<file path="src/rtl/sync_fifowr_ctrl_if.sv">
// Write-side bundle of the synchronous FIFO. Master is the producer/read-side
// environment; slave is the write controller itself.
interface sync_fifowr_ctrl_if #(
    parameter int AW = 3
);
    logic          wfifo_i;
    logic          flush_i;
    logic          ovf_clr_i;
    logic [AW:0]   rptr_i;
    logic          ren_i;
    logic          wen_o;
    logic [AW-1:0] waddr_o;
    logic [AW:0]   wptr_o;
    logic          wfull_o;
    logic          ovf_o;
    logic [AW:0]   level_o;
    logic          afull_o;

    modport master (
        output wfifo_i, flush_i, ovf_clr_i, rptr_i, ren_i,
        input  wen_o, waddr_o, wptr_o, wfull_o, ovf_o, level_o, afull_o
    );

    modport slave (
        input  wfifo_i, flush_i, ovf_clr_i, rptr_i, ren_i,
        output wen_o, waddr_o, wptr_o, wfull_o, ovf_o, level_o, afull_o
    );
endinterface

</file>
<file path="src/rtl/sync_fifowr_ctrl.sv">
// Write controller for the single-clock FIFO: write gating, pointers, full/overflow,
// flush. Define SYNC_FIFOWR_LEVEL_EN to add the fill level and almost-full flag.
module sync_fifowr_ctrl #(
    parameter int AW       = 3,
    parameter int AFULL_TH = 6
) (
    input  logic              rclk,
    input  logic              rst_n,
    sync_fifowr_ctrl_if.slave bus
);
    localparam logic [AW:0] AFULL_TH_C = (AW+1)'(AFULL_TH);

    logic [AW:0] wptr_r;
    logic        wfull_r;
    logic        ovf_r;
    logic [AW:0] nxt_rptr_s;
    logic [AW:0] nxt_wptr_s;
    logic [AW:0] full_cmp_s;
    logic        wen_s;
    logic        ovf_set_s;

    // The read side's pointer after this edge keeps full exact on simultaneous read+write.
    assign nxt_rptr_s = bus.rptr_i + {{AW{1'b0}}, bus.ren_i};
    assign full_cmp_s = {~nxt_rptr_s[AW], nxt_rptr_s[AW-1:0]};
    assign wen_s      = bus.wfifo_i & ~wfull_r & ~bus.flush_i;
    assign ovf_set_s  = bus.wfifo_i & wfull_r & ~bus.flush_i;

    // Next write pointer: flush snaps it onto the read pointer, otherwise advance on accept.
    always_comb begin
        nxt_wptr_s = wptr_r;
        if (bus.flush_i) begin
            nxt_wptr_s = nxt_rptr_s;
        end else begin
            nxt_wptr_s = wptr_r + {{AW{1'b0}}, wen_s};
        end
    end

    // Pointer, full and sticky overflow state.
    always_ff @(posedge rclk or negedge rst_n) begin
        if (!rst_n) begin
            wptr_r  <= {(AW+1){1'b0}};
            wfull_r <= 1'b0;
            ovf_r   <= 1'b0;
        end else begin
            wptr_r  <= nxt_wptr_s;
            wfull_r <= (nxt_wptr_s == full_cmp_s);
            if (ovf_set_s) begin
                ovf_r <= 1'b1;
            end else if (bus.ovf_clr_i) begin
                ovf_r <= 1'b0;
            end else begin
                ovf_r <= ovf_r;
            end
        end
    end

    assign bus.wen_o   = wen_s;
    assign bus.waddr_o = wptr_r[AW-1:0];
    assign bus.wptr_o  = wptr_r;
    assign bus.wfull_o = wfull_r;
    assign bus.ovf_o   = ovf_r;

`ifdef SYNC_FIFOWR_LEVEL_EN
    logic [AW:0] nxt_level_s;
    logic [AW:0] level_r;
    logic        afull_r;

    assign nxt_level_s = nxt_wptr_s - nxt_rptr_s;

    // Registered fill level and almost-full flag.
    always_ff @(posedge rclk or negedge rst_n) begin
        if (!rst_n) begin
            level_r <= {(AW+1){1'b0}};
            afull_r <= 1'b0;
        end else begin
            level_r <= nxt_level_s;
            afull_r <= (nxt_level_s >= AFULL_TH_C);
        end
    end

    assign bus.level_o = level_r;
    assign bus.afull_o = afull_r;
`else
    logic unused_th_s;

    assign unused_th_s = ^AFULL_TH_C;
    assign bus.level_o = {(AW+1){1'b0}};
    assign bus.afull_o = 1'b0;
`endif

endmodule

</file>
<file path="src/flat_wrapper.sv">
// flat-port wrapper written by rule: the top's interface ports become plain ports
module sync_fifowr_ctrl_flat 
#(
    parameter int AW       = 3,
    parameter int AFULL_TH = 6
)
  (rclk, rst_n, bus_wfifo_i, bus_flush_i, bus_ovf_clr_i, bus_rptr_i, bus_ren_i, bus_wen_o, bus_waddr_o, bus_wptr_o, bus_wfull_o, bus_ovf_o, bus_level_o, bus_afull_o);
  sync_fifowr_ctrl_if #(.AW(AW)) bus_i ();
  input  logic rclk;
  input  logic rst_n;
  input wire logic [$bits(bus_i.wfifo_i)-1:0] bus_wfifo_i;
  input wire logic [$bits(bus_i.flush_i)-1:0] bus_flush_i;
  input wire logic [$bits(bus_i.ovf_clr_i)-1:0] bus_ovf_clr_i;
  input wire logic [$bits(bus_i.rptr_i)-1:0] bus_rptr_i;
  input wire logic [$bits(bus_i.ren_i)-1:0] bus_ren_i;
  output wire logic [$bits(bus_i.wen_o)-1:0] bus_wen_o;
  output wire logic [$bits(bus_i.waddr_o)-1:0] bus_waddr_o;
  output wire logic [$bits(bus_i.wptr_o)-1:0] bus_wptr_o;
  output wire logic [$bits(bus_i.wfull_o)-1:0] bus_wfull_o;
  output wire logic [$bits(bus_i.ovf_o)-1:0] bus_ovf_o;
  output wire logic [$bits(bus_i.level_o)-1:0] bus_level_o;
  output wire logic [$bits(bus_i.afull_o)-1:0] bus_afull_o;
  assign bus_i.wfifo_i = bus_wfifo_i;
  assign bus_i.flush_i = bus_flush_i;
  assign bus_i.ovf_clr_i = bus_ovf_clr_i;
  assign bus_i.rptr_i = bus_rptr_i;
  assign bus_i.ren_i = bus_ren_i;
  assign bus_wen_o = bus_i.wen_o;
  assign bus_waddr_o = bus_i.waddr_o;
  assign bus_wptr_o = bus_i.wptr_o;
  assign bus_wfull_o = bus_i.wfull_o;
  assign bus_ovf_o = bus_i.ovf_o;
  assign bus_level_o = bus_i.level_o;
  assign bus_afull_o = bus_i.afull_o;
  sync_fifowr_ctrl #(.AW(AW), .AFULL_TH(AFULL_TH)) u_core (.rclk(rclk), .rst_n(rst_n), .bus(bus_i));
endmodule
</file>
<file path="config.mk">
export PLATFORM = sky130hd
export DESIGN_NAME = sync_fifowr_ctrl_flat
export DESIGN_NICKNAME = d
export VERILOG_FILES = /design/src/rtl/sync_fifowr_ctrl_if.sv /design/src/rtl/sync_fifowr_ctrl.sv /design/src/flat_wrapper.sv
export SDC_FILE = /design/constraint.sdc
export NUM_CORES = 1
export LEC_CHECK = 0
export ABC_CLOCK_PERIOD_IN_PS = 1500
export CAP_MARGIN = 0
export CORE_UTILIZATION = 32
export CTS_CLUSTER_DIAMETER = 200
export DETAILED_ROUTE_END_ITERATION = 8
export GPL_TIMING_DRIVEN = 0
export PLACE_DENSITY_LB_ADDON = 0.05
export SKIP_LAST_GASP = 1
export SLEW_MARGIN = 15
export SYNTH_ARGS = -nofsm -noshare
export SYNTH_HDL_FRONTEND = slang
export SYNTH_SLANG_ARGS = --single-unit
</file>
<file path="constraint.sdc">
create_clock -name rclk -period 1.5 [get_ports rclk]
set_input_delay 0.3 -clock rclk [delete_from_list [all_inputs] [get_ports rclk]]
set_output_delay 0.3 -clock rclk [all_outputs]
set_load 0.01 [all_outputs]
</file>
==> results.toml <==
[run_status]
status = "complete, but fails checks"
violations = "negative setup slack"

[place]
dp_slack_ns = -0.525
dp.cells = 78
gp_congestion = 0.628
io_buffers = 18
dp_hpwl_um = 664

[floorplanning]
die_area_um2 = 1490
start_util_pct = 36.6
chipHeight_um = 38.6
num_rows = 12
die_w_um = 38.6
ios = 25
coreArea_um2 = 1170

[route]
dr.pass1.iters = 2
routed_wire_length_per_instance_um = 9.21
wl_um = 774
post-route-drc-count = 0
vias = 343
met3_length_um = 55
viasPerCell = 4.08
highest_layer = "met3"
wl_met2_um = 383
drt.antenna.violating_nets = 0
met1Wirelength_um = 335
drtIter0Drc = 5

[setup_path]
slowest_delay_ns = 0.40
arrival_ns = 1.74
cp_slowest_cell = "dfrtp_1"
path_delay_family = "simple AND/OR/NAND/NOR gates"
crit_fanout = 2
worstSetupPathType = "reg -> reg"
cpMostUsedCell = "ha_4"
ff2ff_path_depth = 6
r2r_slack_ns = -0.07
crit_chain = "nor3b_4 > ha_4 > ha_4 > xor2_1 > nor3_1 > and4bb_2"
worst_setup_path_start_kind = "register"
worst-path-stages = 6
cp-end-kind = "register"
critical_path.n_buffers_inverters = 0
required_ns = 1.68

[clocking]
cts_tree = "yes"
cts_root_buf = "clkbuf_4"
cts_buffers = 3
clk_latency_ns = 0.24
clkTransAtPathRegs_ns = 0.05
ctsHtreeMaxLevel = 1
cts_buffer_depth = 2
cts_sinks = 6

[logic_synthesis]
synthTopCellsByArea = "dfrtp_1, buf_4, ha_1"
synth_edf_count = 0
yosysWarnings = 0
ys_ff_latch = 6
synth_top_cell_by_area = "dfrtp_1"
yosys_most_used_dff = "dfrtp_1"
synth_cell_type_count = 19
synth_area_um2 = 429
yosys-top-cells-count = "buf_4, dfrtp_1, xor2_1"
ys_async_sr_fraction_pct = 100
synth_area_per_cell_um2 = 10.2
post-synth-top-area-fraction_pct = 35.0
synth_cells = 42
yosysMostFrequentCell = "buf_4"
ys_seq_area_share_pct = 35.0

[finish]
fin_cells = 84
area_growth_pct = 72.0
antennaDiodeCount = 0
drive_gt1_share_pct = 34.3
fillers = 109
regArea_um2 = 151
multiInputGateArea_um2 = 275
nets = 86

[sta]
fin_skew_ns = 0.00559
post-route-period-util_pct = 105
fmax_ghz = 0.638
setup_tns_ns = -0.0685
rsz0062_at_grt = "true"
fin_ws_ns = -0.0685
maxSlewViolCount = 0
setup_viol = 1
layout_min_cycle_time_ns = 1.57
hold_viol_final = 0

[hold_path]
hp-class = "in -> async"

[grt]
track_usage_pct = 14.5
grt_pass1_vias = 348
antenna_found_initial = 0
grt_pass1_wl_mm = 1.48
grt-ovfl-total = 0
grt_max_degree = 9

[power_and_ir_drop]
ir_drop_mv = 0.516
leakagePower_nw = 0.358
p_per_area_nw_per_um2 = 923

[run]
drv_cap = 0
[per-layer routing]
| layer | GRT usage (%) | vias up |
|---|---|---|
| met5 | 0 | - |
| li1 | - | 182 |
| met2 | 23.8 | 16 |
| met1 | 18.2 | 145 |
| met3 | 5.20 | 0 |
| met4 | 2.59 | 0 |
[worst paths after layout]
check,from,endpoint
min reg2reg,u_core.bus.ovf_o,u_core.bus.ovf_o
max,u_core.bus.wfull_o,u_core.bus.wfull_o
min,rst_n,u_core.bus.wptr_o[0]
min in group rclk,bus_flush_i,u_core.bus.wptr_o[2]
max in group asynchronous,rst_n,u_core.bus.wptr_o[1]
max reg2reg,u_core.bus.wfull_o,u_core.bus.wfull_o
[state kept, by name, indices dropped and copies added (netlist names)]
name	count
u_core.bus.wptr_o	4
u_core.bus.ovf_o	1
u_core.bus.wfull_o	1
[worst register-to-register path, stage by stage, from the launching register on]
cell and delay (ns):
dfrtp_1 0.40, nor3b_4 0.23, ha_4 0.18, ha_4 0.20, xor2_1 0.15, nor3_1 0.12
and4bb_2 0.23
[cells in the final DEF, fill, tap and decap left out, types with 2 or more instances in the layout]
cell / Yosys / routed
mux2_2: 2 / 2
conb_1: 1 / 5
dlygate4sd2_1: 0 / 6
clkdlybuf4s50_1: 0 / 10
nor2_1: 2 / 2
clkbuf_4: 0 / 4
dlymetal6s2s_1: 0 / 2
xor2_1: 5 / 4
xnor2_1: 2 / 2
ha_4: 0 / 2
ha_1: 4 / 2
dfrtp_1: 6 / 5
buf_4: 8 / 11
[logic make-up (layout without fill, tap and decap cells)]
family | count (synthesis) | after routing | share of synthesized area (%)
AOI/OAI and AO/OA | 2 | 2 | 2.33
xor gates and xnor gates | 7 | 7 | 14.3
adders and majority gates | 4 | 4 | 11.7
buffers and inverters | 10 | 34 | 15.7
DFF | 6 | 6 | 35.0
muxes | 3 | 3 | 7.58
other | 1 | 5 | 0.874
and+or+nand+nor | 9 | 9 | 12.5
[where the power goes]
group | total [mW] | internal [mW] | switching (mW)
Clock | 0.153 | 0.0908 | 0.0619
Combinational | 0.316 | 0.193 | 0.123
Sequential | 0.213 | 0.189 | 0.0237
Total | 0.682 | 0.473 | 0.209
[stage by stage]
stage	hold WS [ns]	cell area, um^2	total power, mW	util (%)
after floorplan	0.00441	487	0.393	-
after global placement	0.514	684	0.523	58.4
after detailed placement	0.520	684	0.525	58.4
after CTS	0.310	723	0.688	61.8
after global routing	0.321	738	0.740	63.0
final	0.302	738	0.682	63.0
[final cells by class]
cell class              instances  area share, %
flip-flops and latches          6           20.5
inverters                       1          0.508
multi-input cells              30           37.3
well taps                      14           2.37
repair buffers                 21           27.1
plain buffers                   9           9.15
clock buffers                   3           3.05
[repair_timing]
| item | CTS | global route |
|---|---|---|
| endpoints found under the setup margin | 10 | 4 |
| pin swaps | 4 | 0 |
| buffers inserted | 3 | 0 |
| hold buffers | 0 | 0 |
| gates cloned | 0 | 0 |
| gates resized for setup | 7 | 3 |
No activity file was read; power rests on OpenSTA's default activity.
